`src/rtl/shift_sequencer.sv`:
```
// Multi-cycle left shifter: accepts one operand, shifts it at most 3 bits per cycle, then holds the result until it is taken.
// Optional rotate mode is enabled with `define SHIFT_SEQ_ROTATE_EN (adds input in_rot).
module shift_sequencer #(
  parameter int WIDTH = 16,
  parameter int AMTW  = 4
) (
  input  logic             clk,
  input  logic             rst_n,
  input  logic             in_valid,
  output logic             in_ready,
  input  logic [WIDTH-1:0] in_data,
  input  logic [AMTW-1:0]  in_amt,
`ifdef SHIFT_SEQ_ROTATE_EN
  input  logic             in_rot,
`endif
  output logic             out_valid,
  input  logic             out_ready,
  output logic [WIDTH-1:0] out_data,
  output logic             busy
);

  typedef enum logic [1:0] {IDLE, SHIFT, DONE} state_t;

  state_t           state, state_next;
  logic [WIDTH-1:0] acc, acc_next, shl;
  logic [AMTW-1:0]  rem, rem_next, step;

  always_comb step = (rem > AMTW'(3)) ? AMTW'(3) : rem;
  assign shl = acc << step;

`ifdef SHIFT_SEQ_ROTATE_EN
  logic               rot, rot_next;
  logic [2*WIDTH-1:0] dbl;
  logic [WIDTH-1:0]   step_val;
  // Shifting the doubled word leaves the rotated value in the upper half.
  assign dbl      = {acc, acc} << step;
  assign step_val = rot ? dbl[2*WIDTH-1:WIDTH] : shl;
`else
  logic [WIDTH-1:0]   step_val;
  assign step_val = shl;
`endif

  always_ff @(posedge clk or negedge rst_n) begin
    if (!rst_n) begin
      state <= IDLE;
      acc   <= '0;
      rem   <= '0;
`ifdef SHIFT_SEQ_ROTATE_EN
      rot   <= 1'b0;
`endif
    end else begin
      state <= state_next;
      acc   <= acc_next;
      rem   <= rem_next;
`ifdef SHIFT_SEQ_ROTATE_EN
      rot   <= rot_next;
`endif
    end
  end

  always_comb begin
    state_next = state;
    acc_next   = acc;
    rem_next   = rem;
`ifdef SHIFT_SEQ_ROTATE_EN
    rot_next   = rot;
`endif
    case (state)
      IDLE: begin
        if (in_valid) begin
          acc_next   = in_data;
          rem_next   = in_amt;
`ifdef SHIFT_SEQ_ROTATE_EN
          rot_next   = in_rot;
`endif
          state_next = (in_amt == '0) ? DONE : SHIFT;
        end
      end
      SHIFT: begin
        acc_next = step_val;
        rem_next = rem - step;
        if (rem == step) state_next = DONE;
      end
      DONE: begin
        if (out_ready) state_next = IDLE;
      end
      default: state_next = IDLE;
    endcase
  end

  assign in_ready  = (state == IDLE);
  assign out_valid = (state == DONE);
  assign busy      = (state != IDLE);
  assign out_data  = acc;

endmodule
```
`config.mk`:
```
export PLATFORM = sky130hd
export DESIGN_NAME = shift_sequencer
export DESIGN_NICKNAME = d
export VERILOG_FILES = /design/src/rtl/shift_sequencer.sv
export SDC_FILE = /design/constraint.sdc
export NUM_CORES = 1
export LEC_CHECK = 0
export CORE_MARGIN = 3
export CORE_UTILIZATION = 47
export CTS_BUF_LIST = sky130_fd_sc_hd__clkbuf_4 sky130_fd_sc_hd__clkbuf_8 sky130_fd_sc_hd__clkbuf_16
export DETAILED_ROUTE_END_ITERATION = 16
export PLACE_DENSITY_LB_ADDON = 0.2
export SYNTH_ARGS = -nofsm -noshare
export SYNTH_HDL_FRONTEND = slang
export SYNTH_SLANG_ARGS = --single-unit
```
`constraint.sdc`:
```
create_clock -name clk -period 2.3 [get_ports clk]
set_input_delay 0.46 -clock clk [delete_from_list [all_inputs] [get_ports clk]]
set_output_delay 0.46 -clock clk [all_outputs]
set_load 0.005 [all_outputs]
```
# ---- Yosys cells after proc, flatten, opt, wreduce, memory -nomap -nowiden
# Index checks and enable logic that the tools add are counted.
dict set report word_totals {
  reg_bits 22
  input_bits 24
  out_inout_bits 19
  wordCells 28
}
dict set report classes {
  addsub 1
  magnitude_cmp 1
  eq_ne 6
  shift 1
  n_mux 10
  n_reduce_logical 6
}
# cell n
set ops {}
lappend ops {{16-bit one-hot mux with 2 select lines} 1}
lappend ops {{16-bit 2-to-1 mux} 1}
lappend ops {{16-bit by 4-bit << shifter with 16-bit output} 1}
lappend ops {{2-bit 2-to-1 mux} 4}
lappend ops {{4-bit 2-to-1 mux} 2}
lappend ops {{4-bit one-hot mux with 2 select lines} 1}
lappend ops {{2-bit one-hot mux with 3 select lines} 1}
lappend ops {{4-bit == test} 1}
lappend ops {{4-bit by 2-bit > comparator with 1-bit output (second input constant)} 1}
lappend ops {{4-bit zero test} 1}
lappend ops {{2-bit != test (second input constant)} 2}
lappend ops {{2-bit nonzero test} 2}
lappend ops {{4-bit subtractor} 1}
lappend ops {{3-bit AND reduction} 1}
lappend ops {{2-bit by 1-bit == test with 1-bit output (second input constant)} 1}
lappend ops {{2-bit == test (second input constant)} 1}
lappend ops {{2-bit zero test} 1}
lappend ops {{2-bit by 1-bit != test with 1-bit output (second input constant)} 1}
lappend ops {{2-bit AND reduction} 1}

# ---- Longest topological paths before layout
# Gate-level depths: netlist (run 1).
dict set report depth {
  depth_word 5
  ltp_mapped 7
  ltp_nobuf 4
}

# ---- Least setup slack after synthesis (run 1)
# No wires, ideal clock.
dict set report synth_timing {
  kind {register to register}
  start {register rem[0]}
  end {register acc[15] (netlist: out_data[15])}
  setup_ns 0.132
  arrival_time_ns 1.706
  required_ns 2.168
  path_slack_ns 0.462
  stages_incl_launch_ff 8
  n_path_buf 3
  synth_period_minus_slack_ns 1.838
  cell_sequence {dfrtp_1 -> buf_6 -> or3_1 -> buf_6 -> buf_8 -> mux2_4 -> a222oi_1 -> o21ai_1}
}
dict set report synth_between {
  elab_chain_cells 4
}
# item line_no
set synth_rtl {}
lappend synth_rtl {{start, declared} 26} ;# logic [AMTW-1:0] rem, rem_next, step;
lappend synth_rtl {{start signal, assigned} 54} ;# rem <= rem_next;
lappend synth_rtl {{4-bit by 2-bit > comparator with 1-bit output} 28} ;# always_comb step = (rem > AMTW'(3)) ? AMTW'(3) : rem;
lappend synth_rtl {{4-bit 2-to-1 mux *} 28}
lappend synth_rtl {{16-bit by 4-bit << shifter with 16-bit output *} 29} ;# assign shl = acc << step;
lappend synth_rtl {{16-bit one-hot mux with 2 select lines *} 68} ;# case (state)
lappend synth_rtl {{end signal, assigned} 53} ;# acc <= acc_next;
lappend synth_rtl {{end, declared} 25} ;# logic [WIDTH-1:0] acc, acc_next, shl;
# Mark *: on every way between the ends. The rest lies on a longest branch, timed or not.
# A chain may end at the register's enable or synchronous reset.

# ---- Final worst setup path (run 1)
dict set report layout_timing {
  start {register state[0]}
  end {output in_ready}
}
dict set report layout_between {
  elab_chain_cells 1
}
# item line_no
set layout_rtl {}
lappend layout_rtl {{start, declared} 24} ;# state_t state, state_next;
lappend layout_rtl {{start signal, assigned} 52} ;# state <= state_next;
lappend layout_rtl {{2-bit zero test} 91} ;# assign in_ready = (state == IDLE);
lappend layout_rtl {{end, declared} 10} ;# output logic in_ready,
# No other way between the ends.

==> impl_metrics.csv, run 1 <==
group,metric,value,unit
timing,timing_hold_violations_final,0,
timing,setup_tns,0,ns
outcome,status,"finished, final reports clean",
pwr,p_total,2.86,mW
pwr,p_int,1.66,mW
drt,wl_per_cell,17.5,um
floorplan,pin_count,43,
drt,viasPerCell,6.19,
grt,grt_max_degree,23,
drt,first_pass_iters,5,
final_layout,n_fill_cell,256,
final_layout,layoutNonFillerInstCount,252,
floorplan,die_w,62.4,um
yosys,yosysUniqueCellTypes,41,
grt,grt_pass1_wl,7.44,mm
placement,dp_hpwl,3.13,mm
clock_network,cts.clk_slew.worst_paths,0.15,ns
final_layout,post-route-util,69.6,%
timing,clock_skew,0.0182,ns
final_layout,multi_input_area,848,um^2
floorplan,die_h,62.4,um
yosys,synth.top_cell.area_share,36.9,%
grt,track_usage,23.3,%
clock_network,clkLatencyLatePin,0.33,ns
drt,drt-total-wl,4.40,mm
drt,drc_errors,0,
clock_network,cts_setup_buffers,0,
final_layout,area_growth,35.2,%
yosys,ys_top_cells_by_area,"dfrtp_1 37%, mux2_2 8.3%, o21ai_0 5.7%",
timing,slew_headroom,60.5,%
critical_path,max_stage_delay,0.54,ns
final_layout,nets,235,
clock_network,cts_tree,"yes",
final_layout,register_area,551,um^2
critical_path,cp_num_buf_inv,2,
timing,finalCriticalPeriod,2.17,ns
timing,rsz0062_at_grt,"no",
timing,tightest_slew,0.593,ns
yosys,avgSynthCellArea,8.99,um^2
placement,gp_congestion,0.877,
critical_path,crit_family,"buffers and inverters",
yosys,yosysWarnings,0,
pwr,peakVddDrop,0.812,mV
final_layout,antenna_cells,0,
critical_path,crit_chain,"buf_4 > nor2_2 > clkdlybuf4s50_1",
clock_network,cts_buffers,3,
placement,placedCellCount,248,
pwr,p_per_area,1420,nW/um^2
drt,drtIter0Drc,141,
pwr,power.share.switching,41.9,%
grt,grt_overflow,0,
critical_path,crit_required,1.84,ns
drt,vias,1560,
clock_network,cts_root_buffer,"clkbuf_4",
timing,slew_violations,0,
critical_path,slowest_stage,"clkdlybuf4s50_1",
critical_path,path_class,"flop to output port",
yosys,synthFlopType,"dfrtp_1",
pwr,combPwrFrac,59.3,%
yosys,ys_seq_area_share,36.9,%
placement,port_buffers,42,
yosys,syn_inst,166,
pwr,power_frac_clock,10.9,%
clock_network,clock_sinks,22,
yosys,synth_seq_cells,22,
yosys,netlist_area,1490,um^2
floorplan,fp.coreArea,2900,um^2
floorplan,start_util,51.5,%
floorplan,rows,19,
timing,min_period_over_period,94.4,%
critical_path,crit_arrival,1.71,ns
yosys,yosys.area.top_type,"dfrtp_1",
clock_network,clock_path_buffers,2,
critical_path,cp-end-kind,"output port",
grt,antenna_found_initial,0,
yosys,synth_nets,190,
grt,grt_pass1_vias,1608,
final_layout,final_layout_size_suffix_gt1_share,17.6,%
critical_path,critical_path.max_fanout,8,
critical_path,worst_setup_path_start_kind,"flop",
yosys,synth-edff-count,0,
timing,finalSetupViolCount,0,
clock_network,cts_hold_buf,0,
pwr,power_leakage,0.797,nW
floorplan,die-area,3890,um^2
hold_path,hold_path.class,"input pin to asynchronous set/reset pin",
clock_network,htree_num_levels,1,
drt,postRouteAntennaNets,0,
yosys,async_flop_share,100,%
timing,max_freq,0.461,GHz
pwr,p_seq_share,29.9,%
flow_run,drv_cap,0,
pwr,switchingPower,1.20,mW
[state kept, by name, summed over array words and instances, names as in the netlist]
register and count:
state 2, out_data 16, rem 4
[power groups by stage]
stage	Sequential, mW	Combinational [mW]	Clock (mW)
after floorplan	0.755	1.12	0
after global placement	0.835	1.65	0
after detailed placement	0.846	1.68	0
after CTS	0.839	1.68	0.313
after global routing	0.895	1.85	0.326
final	0.854	1.69	0.312
[layout make-up]
| class | count | share of cell area (%) |
|---|---|---|
| Clock buffer | 3 | 1.12 |
| Tap cell | 42 | 2.60 |
| Multi-Input combinational cell | 127 | 42.0 |
| Clock inverter | 1 | 1.49 |
| Inverter | 5 | 0.930 |
| Sequential cell | 22 | 27.3 |
| Timing Repair Buffer | 52 | 24.6 |
[worst paths after layout]
path / cells past startpoint / slack, ns / endpoint / from
min in group clk: 2 / 0.54 / out_data[15] / out_data[15]
hold reg to reg: 2 / 0.54 / out_data[15] / out_data[15]
setup reg to reg: 4 / 0.26 / out_data[11] / rem[3]
hold / removal: 2 / 0.47 / out_data[8] / rst_n
setup / recovery: 3 / 0.13 / in_ready / state[0]
max in group asynchronous: 2 / 1.58 / out_data[0] / rst_n
[metal layers]
metal  track usage, %  wire length [um]  up-vias  part of all wire, %
met5                0                 0        -                    0
met2             39.5              2100       78                   48
met3             3.96               371        6                  8.4
met4             10.2                51        0                  1.2
li1                 -                 -      720                    -
met1             29.3              1870      756                   43
[worst register-to-register path, delay by kind of cell, from the launching register on]
family | cells | cell delay [ns]
compound gates | 2 | 0.42
flops | 1 | 0.48
mux | 1 | 0.39
simple gates | 1 | 0.66
[through the flow]
step           cell area (um^2)  hold slack [ns]  setup WS [ns]
2_1_floorplan              1490            0.164          0.462
3_3_place_gp               1960            0.498          0.337
3_5_place_dp               1960            0.490          0.267
4_1_cts                    2020            0.479        0.00930
5_1_grt                    2020            0.486         0.0273
6_report                   2020            0.467          0.129
[logic make-up (layout without fill, tap and decap cells)]
kind of cell / count (synthesis) / after routing / synth area share (%)
flip-flops: 22 / 22 / 36.9
AO/OA/AOI/OAI: 57 / 57 / 26.6
buffers and inverters: 17 / 61 / 6.45
multiplexers: 14 / 14 / 11.0
AND/OR/NAND/NOR: 56 / 56 / 19.1
[synth_stat cells (2+ instances only)]
master and n:
a311o_2 4, inv_1 4, nor2b_1 6, mux2_2 11
o22ai_1 2, o21ai_1 2, a21oi_1 8, clkbuf_1 6
o21ai_0 17, buf_2 2, nand3b_1 2, and3_1 2
dfrtp_1 22, o21a_1 2, nand2_1 19, a222oi_1 8
a31oi_1 6, nor3_1 2, a32oi_1 3, buf_6 2
mux2_4 2, nor2_1 15
[what timing repair did]
| item | 4_1_cts | 5_1_grt |
|---|---|---|
| resized for setup | 0 | 1 |
| setup endpoints to repair | 0 | 2 |
| endpoints found under the hold margin | 0 | 0 |
[cell usage in the layout (no fill, tap or decap), types with 2 or more instances in the layout]
| master | synthesis | final |
|---|---|---|
| a21oi_1 | 8 | 8 |
| a222oi_1 | 8 | 8 |
| a311o_2 | 4 | 4 |
| a31oi_1 | 6 | 6 |
| a32oi_1 | 3 | 3 |
| and3_1 | 2 | 2 |
| buf_4 | 1 | 10 |
| clkbuf_4 | 0 | 3 |
| clkdlybuf4s50_1 | 0 | 42 |
| dfrtp_1 | 22 | 22 |
| inv_1 | 4 | 4 |
| mux2_2 | 11 | 11 |
| mux2_4 | 2 | 2 |
| nand2_1 | 19 | 19 |
| nand3b_1 | 2 | 2 |
| nor2_1 | 15 | 14 |
| nor2b_1 | 6 | 6 |
| nor3_1 | 2 | 2 |
| o21a_1 | 2 | 2 |
| o21ai_0 | 17 | 17 |
| o21ai_1 | 2 | 2 |
| o22ai_1 | 2 | 2 |
Power figures use the tool's default switching activity.
==> run 2, diff against run 1 <==
==> constraint.sdc (replaced) <==
create_clock -name clk -period 2.45 [get_ports clk]
set_input_delay 0.49 -clock clk [delete_from_list [all_inputs] [get_ports clk]]
set_output_delay 0.49 -clock clk [all_outputs]
set_load 0.005 [all_outputs]
==> run 2 against run 1 <==
Setup slack better by 0.10 ns. Combinational power decreased by 9%. Register-to-register slack better by 0.09 ns. Core utilization is 0.60 points lower. First-iteration DRC count decreased by 8.5%. Hold slack better by 0.048 ns. Sequential power decreased by 4.3%. Wire length shrank 2.0%. Power is 7.4% lower. Clock skew decreased by 0.013 ns. Cell area fell by 0.87%. Largest cell class unchanged. Largest power group unchanged. Highest routed layer unchanged.
==> impl_metrics.csv, run 2 (same netlist as run 1, synthesis figures left out) <==
group,metric,value,unit
drt,drtIter0Drc,129,
final_layout,antenna_cells,0,
timing,setup_tns,0,ns
critical_path,crit_required,1.96,ns
critical_path,crit_chain,"nor2_1 > clkdlybuf4s50_1",
pwr,combPwrFrac,58.3,%
timing,clock_skew,0.00521,ns
clock_network,cts_setup_buffers,0,
final_layout,multi_input_area,846,um^2
drt,drc_errors,0,
final_layout,area_growth,34.0,%
hold_path,hold_path.class,"input pin to asynchronous set/reset pin",
floorplan,die_w,62.4,um
critical_path,crit_arrival,1.73,ns
critical_path,critical_path.max_fanout,11,
clock_network,cts.clk_slew.worst_paths,0.13,ns
pwr,power_leakage,0.787,nW
final_layout,post-route-util,69.0,%
final_layout,register_area,551,um^2
floorplan,pin_count,43,
timing,rsz0062_at_grt,"no",
final_layout,nets,233,
critical_path,slowest_stage,"clkdlybuf4s50_1",
clock_network,htree_num_levels,1,
pwr,p_int,1.54,mW
timing,slew_violations,0,
drt,first_pass_iters,7,
final_layout,n_fill_cell,234,
timing,finalCriticalPeriod,2.22,ns
drt,vias,1521,
clock_network,clock_sinks,22,
floorplan,die_h,62.4,um
grt,track_usage,24.1,%
drt,wl_per_cell,17.3,um
grt,grt_max_degree,23,
final_layout,layout_common_cells,"42 x clkdlybuf4s50_1, 22 x dfrtp_1, 19 x nand2_1, 17 x o21ai_0, 15 x nor2_1",
critical_path,worst_setup_path_start_kind,"flop",
clock_network,clock_path_buffers,2,
floorplan,rows,19,
flow_run,drv_cap,0,
critical_path,crit_family,"buffers and inverters",
grt,grt_overflow,0,
pwr,power.share.switching,41.9,%
pwr,switchingPower,1.11,mW
clock_network,cts_buffers,3,
placement,dp_hpwl,3.03,mm
pwr,peakVddDrop,0.715,mV
pwr,p_seq_share,30.8,%
clock_network,cts_tree,"yes",
final_layout,largest_reg_flops,16,
pwr,power_frac_clock,10.8,%
clock_network,cts_hold_buf,0,
drt,viasPerCell,6.08,
timing,min_period_over_period,90.6,%
critical_path,cp-end-kind,"output port",
timing,slew_headroom,60.8,%
placement,port_buffers,42,
grt,grt_pass1_wl,7.63,mm
drt,postRouteAntennaNets,0,
floorplan,fp.coreArea,2900,um^2
final_layout,layout_commonest_cell,"clkdlybuf4s50_1",
grt,antenna_found_initial,0,
grt,grt_pass1_vias,1615,
clock_network,clkLatencyLatePin,0.32,ns
clock_network,ctsResizeCount,0,
timing,max_freq,0.450,GHz
final_layout,final_layout_size_suffix_gt1_share,16.3,%
timing,tightest_slew,0.589,ns
critical_path,path_class,"flop to output port",
pwr,p_per_area,1320,nW/um^2
timing,timing_hold_violations_final,0,
placement,gp_congestion,0.850,
timing,finalSetupViolCount,0,
critical_path,cp_num_buf_inv,1,
floorplan,die-area,3890,um^2
timing,hold_ws,0.515,ns
drt,drt-total-wl,4.31,mm
floorplan,start_util,51.5,%
critical_path,max_stage_delay,0.57,ns
clock_network,cts_root_buffer,"clkbuf_4",
outcome,status,"finished, final reports clean",
## run 2: power groups by stage
stage / Sequential, mW / Combinational [mW] / Clock (mW)
floorplan: 0.709 / 1.05 / 0
global placement: 0.804 / 1.50 / 0
detailed placement: 0.821 / 1.52 / 0
CTS: 0.809 / 1.53 / 0.296
global route: 0.855 / 1.70 / 0.320
finish: 0.817 / 1.54 / 0.287
## run 2: path summary, 6_finish.rpt
check | from | end | slack (ns) | cells past startpoint
max | state[1] | in_ready | 0.23 | 2
min in group clk | out_data[15] | out_data[15] | 0.53 | 2
min | rst_n | out_data[4] | 0.52 | 2
max in group asynchronous | rst_n | out_data[0] | 1.70 | 2
min reg2reg | out_data[15] | out_data[15] | 0.53 | 2
max reg2reg | state[1] | out_data[10] | 0.35 | 4
## run 2: worst reg2reg max path, cell delays in order (launching register included)
cell and delay [ns]:
dfrtp_1 0.52, or4b_2 0.80, nor2_1 0.32, o21ai_0 0.17
a31oi_1 0.21
## run 2: layer usage
| metal | global-route usage (%) | share of wire, % |
|---|---|---|
| met1 | 31.4 | 43 |
| met2 | 37.4 | 46 |
| met3 | 4.68 | 9.2 |
| met4 | 13.5 | 2.4 |
| met5 | 0 | 0 |
## run 2: final cells by class
cell class	instances	area share (%)
inverter	5	0.938
tap	42	2.63
clock inverter	1	1.50
clock buffer	3	1.13
multi-input combinational	127	42.3
sequential	22	27.5
timing repair buffer	50	24.0
## run 2: per-stage QoR
stage          std cells  instance area (um^2)  power (mW)  setup slack, ns
2_1_floorplan        166                  1490        1.76            0.612
6_report             250                  2000        2.65            0.230
5_1_grt              250                  2000        2.87           0.0667
4_1_cts              250                  2000        2.64            0.233
3_5_place_dp         246                  1950        2.34            0.396
3_3_place_gp         246                  1950        2.30            0.414
==> run 3, diff against run 2 <==
--- a/config.mk
+++ b/config.mk
@@ -9,6 +9,7 @@
 export CORE_UTILIZATION = 47
 export CTS_BUF_LIST = sky130_fd_sc_hd__clkbuf_4 sky130_fd_sc_hd__clkbuf_8 sky130_fd_sc_hd__clkbuf_16
 export DETAILED_ROUTE_END_ITERATION = 16
+export GPL_ROUTABILITY_DRIVEN = 0
 export PLACE_DENSITY_LB_ADDON = 0.2
 export SYNTH_ARGS = -nofsm -noshare
 export SYNTH_HDL_FRONTEND = slang
==> results of run 3 <==
Same layout as run 2: the final DEF is identical, and so are final timing and power.
